`src/rtl/led_cube_frame_assembler.sv`:
```
// Parses the UART byte stream into cube frames and mode commands.
// Frames build in a back buffer and are swapped to the front buffer only at a scan boundary.
module led_cube_frame_assembler #(
    parameter logic [7:0] SYNC_BYTE      = 8'hA5,
    parameter int         FRAME_BYTES    = 64,
    parameter int         TIMEOUT_CYCLES = 50000
) (
    input  logic       clk,
    input  logic       rst_n,
    input  logic [7:0] byte_in,
    input  logic       byte_valid,
    input  logic       frame_boundary,
    input  logic [5:0] rd_addr,
    output logic [7:0] rd_data,
    output logic [3:0] mode,
    output logic [7:0] frame_count,
    output logic [7:0] err_count,
    output logic       busy,
    output logic       swap_pending
);

    localparam int         TW        = $clog2(TIMEOUT_CYCLES + 1);
    localparam logic [5:0] LAST_ADDR = 6'(FRAME_BYTES - 1);

    typedef enum logic [1:0] {
        S_IDLE,
        S_CMD,
        S_PAYLOAD,
        S_CHECK
    } state_t;

    state_t          state;
    state_t          state_next;
    logic [TW-1:0]   idle_cnt;
    logic [5:0]      addr;
    logic [7:0]      chk_acc;
    logic            front_sel;
    logic            front_valid;
    logic [7:0]      mem [0:127];

    logic            err_inc;
    logic            mode_load;
    logic            frame_start;
    logic            wr_en;
    logic            chk_ok;
    logic            timeout;

    always_ff @(posedge clk) begin
        if (!rst_n) state <= S_IDLE;
        else        state <= state_next;
    end

    // A timeout can only fire on a cycle with no byte, so it never collides with a byte's decode.
    always_comb begin
        state_next  = state;
        err_inc     = 1'b0;
        mode_load   = 1'b0;
        frame_start = 1'b0;
        wr_en       = 1'b0;
        chk_ok      = 1'b0;
        timeout     = 1'b0;
        if (state != S_IDLE && !byte_valid && idle_cnt == TW'(TIMEOUT_CYCLES - 1)) begin
            timeout    = 1'b1;
            err_inc    = 1'b1;
            state_next = S_IDLE;
        end else if (byte_valid) begin
            case (state)
                S_IDLE: begin
                    if (byte_in == SYNC_BYTE) state_next = S_CMD;
                end
                S_CMD: begin
                    state_next = S_IDLE;
                    if (byte_in == 8'h00) begin
                        if (swap_pending) begin
                            err_inc = 1'b1;
                        end else begin
                            frame_start = 1'b1;
                            state_next  = S_PAYLOAD;
                        end
                    end else if (byte_in[7:4] == 4'h1) begin
                        mode_load = 1'b1;
                    end else begin
                        err_inc = 1'b1;
                    end
                end
                S_PAYLOAD: begin
                    wr_en = 1'b1;
                    if (addr == LAST_ADDR) state_next = S_CHECK;
                end
                S_CHECK: begin
                    state_next = S_IDLE;
                    if (byte_in == chk_acc) chk_ok  = 1'b1;
                    else                    err_inc = 1'b1;
                end
                default: state_next = S_IDLE;
            endcase
        end
    end

    assign busy = (state != S_IDLE);

    always_ff @(posedge clk) begin
        if (!rst_n) begin
            idle_cnt     <= '0;
            addr         <= '0;
            chk_acc      <= '0;
            mode         <= '0;
            err_count    <= '0;
            frame_count  <= '0;
            swap_pending <= 1'b0;
            front_sel    <= 1'b0;
            front_valid  <= 1'b0;
        end else begin
            if (state == S_IDLE || byte_valid || timeout) idle_cnt <= '0;
            else                                          idle_cnt <= idle_cnt + 1'b1;

            // The checksum starts from the CMD byte itself, so the frame command seeds it.
            if (frame_start) begin
                addr    <= '0;
                chk_acc <= byte_in;
            end else if (wr_en) begin
                addr    <= addr + 6'd1;
                chk_acc <= chk_acc ^ byte_in;
            end

            if (mode_load) mode <= byte_in[3:0];

            if (err_inc && err_count != 8'hFF) err_count <= err_count + 8'd1;

            // Uses the registered pending flag, so an accept on a boundary cycle waits for the next one.
            if (frame_boundary && swap_pending) begin
                front_sel    <= ~front_sel;
                swap_pending <= 1'b0;
                frame_count  <= frame_count + 8'd1;
                front_valid  <= 1'b1;
            end else if (chk_ok) begin
                swap_pending <= 1'b1;
            end
        end
    end

    always_ff @(posedge clk) begin
        if (rst_n && wr_en) mem[{~front_sel, addr}] <= byte_in;
    end

    always_ff @(posedge clk) begin
        if (!rst_n)           rd_data <= '0;
        else if (front_valid) rd_data <= mem[{front_sel, rd_addr}];
        else                  rd_data <= '0;
    end

endmodule

```
`config.mk`:
```
export PLATFORM = sky130hd
export DESIGN_NAME = led_cube_frame_assembler
export DESIGN_NICKNAME = d
export VERILOG_FILES = /design/src/rtl/led_cube_frame_assembler.sv
export SDC_FILE = /design/constraint.sdc
export NUM_CORES = 1
export LEC_CHECK = 0
export CORE_UTILIZATION = 27
export CTS_CLUSTER_SIZE = 8
export DETAILED_ROUTE_END_ITERATION = 16
export PLACE_DENSITY = 0.47
export SETUP_SLACK_MARGIN = 0.05
export SYNTH_ARGS = -nofsm -noshare
export SYNTH_HDL_FRONTEND = slang
export SYNTH_SLANG_ARGS = --single-unit
```
`constraint.sdc`:
```
create_clock -name clk -period 6.1 [get_ports clk]
set_input_delay 1.22 -clock clk [delete_from_list [all_inputs] [get_ports clk]]
set_output_delay 1.22 -clock clk [all_outputs]
set_load 0.02 [all_outputs]
```
==> flow_summary.json <==
{
  "gr-usage-all-layers_pct": 14.6,
  "antenna_left": 0,
  "worstPathRequired_ns": 6.61,
  "ys.flop_type": "edfxtp_1",
  "grt-ovfl-total": 0,
  "synthArstFlopShare_pct": 0,
  "r2r_slack_ns": 2.80,
  "post-route-min-period_ns": 4.99,
  "dieWidth_um": 400,
  "syn-num-nets": 2536,
  "irDropWorstVdd_mv": 0.274,
  "synth_top_area_cell": "edfxtp_1",
  "cts_repair_resize_count": 0,
  "synth-compound-area-share_pct": 5.11,
  "nets": 2639,
  "dpl.hpwl_mm": 74.6,
  "cts-root-buf": "clkbuf_16",
  "totalWireLength_mm": 117,
  "yosysSeqAreaShare_pct": 74.8,
  "grt_max_degree": 121,
  "tritoncts": "done",
  "synthTopCellsByArea": "edfxtp_1 72%, mux2i_1 9.0%, mux4_2 3.4%",
  "drive_gt1_share_pct": 11.6,
  "synth_common_cells": "1,024 x edfxtp_1, 386 x mux2i_1, 190 x a22oi_1",
  "ioPinCount": 48,
  "critPathCapture": "rd_data[2]",
  "grt_pass1_wl_mm": 168,
  "synth_top_family_by_area": "multiplexers",
  "globalplace.congestion": 0.812,
  "cp-start-kind": "input pin",
  "synth_area_mm2": 0.0428,
  "clock_skew_ns": 0.0292,
  "drt-pass1-iter-count": 6,
  "yosysMostFrequentCell": "edfxtp_1",
  "synthDistinctLibCells": 58,
  "finalMaxSlewViolations": 0,
  "crit_chain": "clkdlybuf4s50_1 > nor2b_4 > buf_4 > a22oi_1 > nand3_1 > a41oi_1 > nor3_1 > nand3_1",
  "drc": 0,
  "avgViaCountPerCell": 4.86,
  "yosysTopAreaCellShare_pct": 71.8,
  "h-tree-depth": 4,
  "start_util_pct": 27.3,
  "post-route-util_pct": 32.0,
  "avgSynthCellArea_um2": 17.0,
  "cts_buffers": 154,
  "max-slew-margin-rel_pct": 19.7,
  "hold_buffers": 0,
  "die_area_mm2": 0.160,
  "reg2reg_depth": 5,
  "synth-seq-cells": 1087,
  "setup_tns_ns": 0,
  "period_share_pct": 81.9,
  "wl_per_cell_um": 24.7,
  "crit_path_max_fanout": 32,
  "synthCells": 2514,
  "max_freq_ghz": 0.200,
  "synth_mux_area_share_pct": 12.4,
  "setup_viol_count_final": 0,
  "reg2reg_to": "mem[50][7]",
  "synth_enable_flop_cells": 1024,
  "drv_cap": 0,
  "synth_simple_gate_area_share_pct": 5.38,
  "status": "finished clean",
  "synth_xor_area_share_pct": 0.634,
  "die_height_um": 400,
  "ys_warn_count": 0,
  "powerDensity_mw_per_mm2": 332,
  "cts.sinks": 1087,
  "power_leakage_nw": 16.1,
  "clkLatencyLatePin_ns": 0.75,
  "cp-startpoint": "rd_addr[4]",
  "hold_class": "flop to flop",
  "drtIter0Drc": 2052,
  "post-cts-setup-buffers": 0,
  "endpoint_kind": "flop",
  "tightest_slew_ns": 1.20,
  "grt_pass1_vias": 24100,
  "arrival_ns": 5.50,
  "core_area_mm2": 0.157,
  "cpMostUsedCell": "nand3_1",
  "slowest_delay_ns": 0.99,
  "row_count": 145,
  "vias": 23100,
  "syn2layout_area_growth_pct": 17.0,
  "hold_viol": 0,
  "crit_path_top_delay_cell": "nor3_1",
  "clk_pin_slew_ns": 0.05,
  "synth_fa_ha_area_share_pct": 0.117,
  "io_buffers": 47,
  "antenna_found_initial": 8,
  "clock_path_buffers": 3,
  "rsz0062_at_grt": "no",
  "path_class": "input pin to flop"
}
==> routing by layer <==
metal  global-route usage, %  vias to the layer above  routed length (um)
met1                    19.2                    12000               50600
li1                        -                    10200                   -
met2                    24.1                      741               56500
met3                    3.02                      187                7130
met4                    4.60                        4                2940
met5                       0                        -                  28
==> layout make-up <==
class | count | area [um2]
Multi-Input combinational cell | 1274 | 10200
Timing Repair Buffer | 95 | 876
Tap cell | 2058 | 2570
Sequential cell | 1087 | 32000
Clock inverter | 16 | 319
Antenna cell | 2 | 5.00
Inverter | 5 | 18.8
Fill cell | 15200 | 107000
Clock buffer | 215 | 4090
==> cells by family (layout without fill, tap and decap cells) <==
| logic type | Yosys count | after routing |
|---|---|---|
| AOI/OAI and AO/OA | 302 | 302 |
| xor gates and xnor gates | 31 | 31 |
| adders and majority gates | 4 | 4 |
| buffers and inverters | 153 | 331 |
| DFF | 1087 | 1087 |
| muxes | 451 | 451 |
| other | 0 | 2 |
| and+or+nand+nor | 486 | 486 |
==> worst min-delay path by stage <==
stage | startpoint | endpoint | slack, ns | cells past startpoint
after CTS | idle_cnt[0] | idle_cnt[0] | 0.46 | 1
after floorplan | idle_cnt[0] | idle_cnt[0] | 0.42 | 1
after global routing | idle_cnt[0] | idle_cnt[0] | 0.49 | 1
after global placement | idle_cnt[0] | idle_cnt[0] | 0.43 | 1
final | idle_cnt[0] | idle_cnt[0] | 0.45 | 1
after detailed placement | idle_cnt[0] | idle_cnt[0] | 0.45 | 1
==> placed cells by master, fill, tap and decap left out, drive strengths merged, types with 4 or more instances in the layout <==
| cell type | instances |
|---|---|
| or3 | 9 |
| a21oi | 53 |
| nand4 | 14 |
| edfxtp | 1024 |
| nor2b | 16 |
| a41oi | 8 |
| nand3 | 120 |
| nor2 | 181 |
| or4 | 5 |
| dfxtp | 63 |
| nand2 | 77 |
| xnor2 | 9 |
| inv | 12 |
| o21a | 8 |
| a221oi | 16 |
| o21ai | 8 |
| clkdlybuf4s50 | 37 |
| a22oi | 190 |
| and2 | 8 |
| xor2 | 22 |
| buf | 58 |
| a41o | 8 |
| nor4 | 4 |
| clkinv | 8 |
| and3 | 18 |
| mux2i | 386 |
| ha | 4 |
| nor3 | 15 |
| mux4 | 64 |
| clkbuf | 215 |
==> sequential cells by signal, indices dropped and copies added, names as in the netlist, named ones only <==
register and count:
frame_count 8, mode 4, chk_acc 8, swap_pending 1, front_sel 1, err_count 8, front_valid 1, mem 1024
idle_cnt 16, state 1, addr 6, rd_data 8
==> metrics by stage <==
| stage | setup slack (ns) | std cells | instance area, um2 | hold WS (ns) | power (mW) |
|---|---|---|---|---|---|
| after detailed placement | 0.530 | 4519 | 45700 | 0.445 | 8.93 |
| after global routing | 1.19 | 4750 | 50100 | 0.489 | 17.1 |
| after floorplan | 3.09 | 2514 | 42800 | 0.418 | 8.63 |
| after CTS | 1.34 | 4750 | 50100 | 0.455 | 16.8 |
| final | 1.11 | 4752 | 50100 | 0.447 | 16.6 |
| after global placement | 0.537 | 4519 | 45700 | 0.427 | 8.93 |
==> report_power, final <==
part           switching (mW)  internal (mW)
Sequential          0.0000219           8.17
Combinational           0.425          0.184
Clock                    3.14           4.69
Total                    3.56           13.0
==> critical path: cells and delay by family <==
family	cells	cell delay, ns
AO/OA/AOI/OAI	2	0.48
buffers and inverters	2	1.28
AND/OR/NAND/NOR	4	2.46
Note: power is estimated with default switching activity, not from simulation.
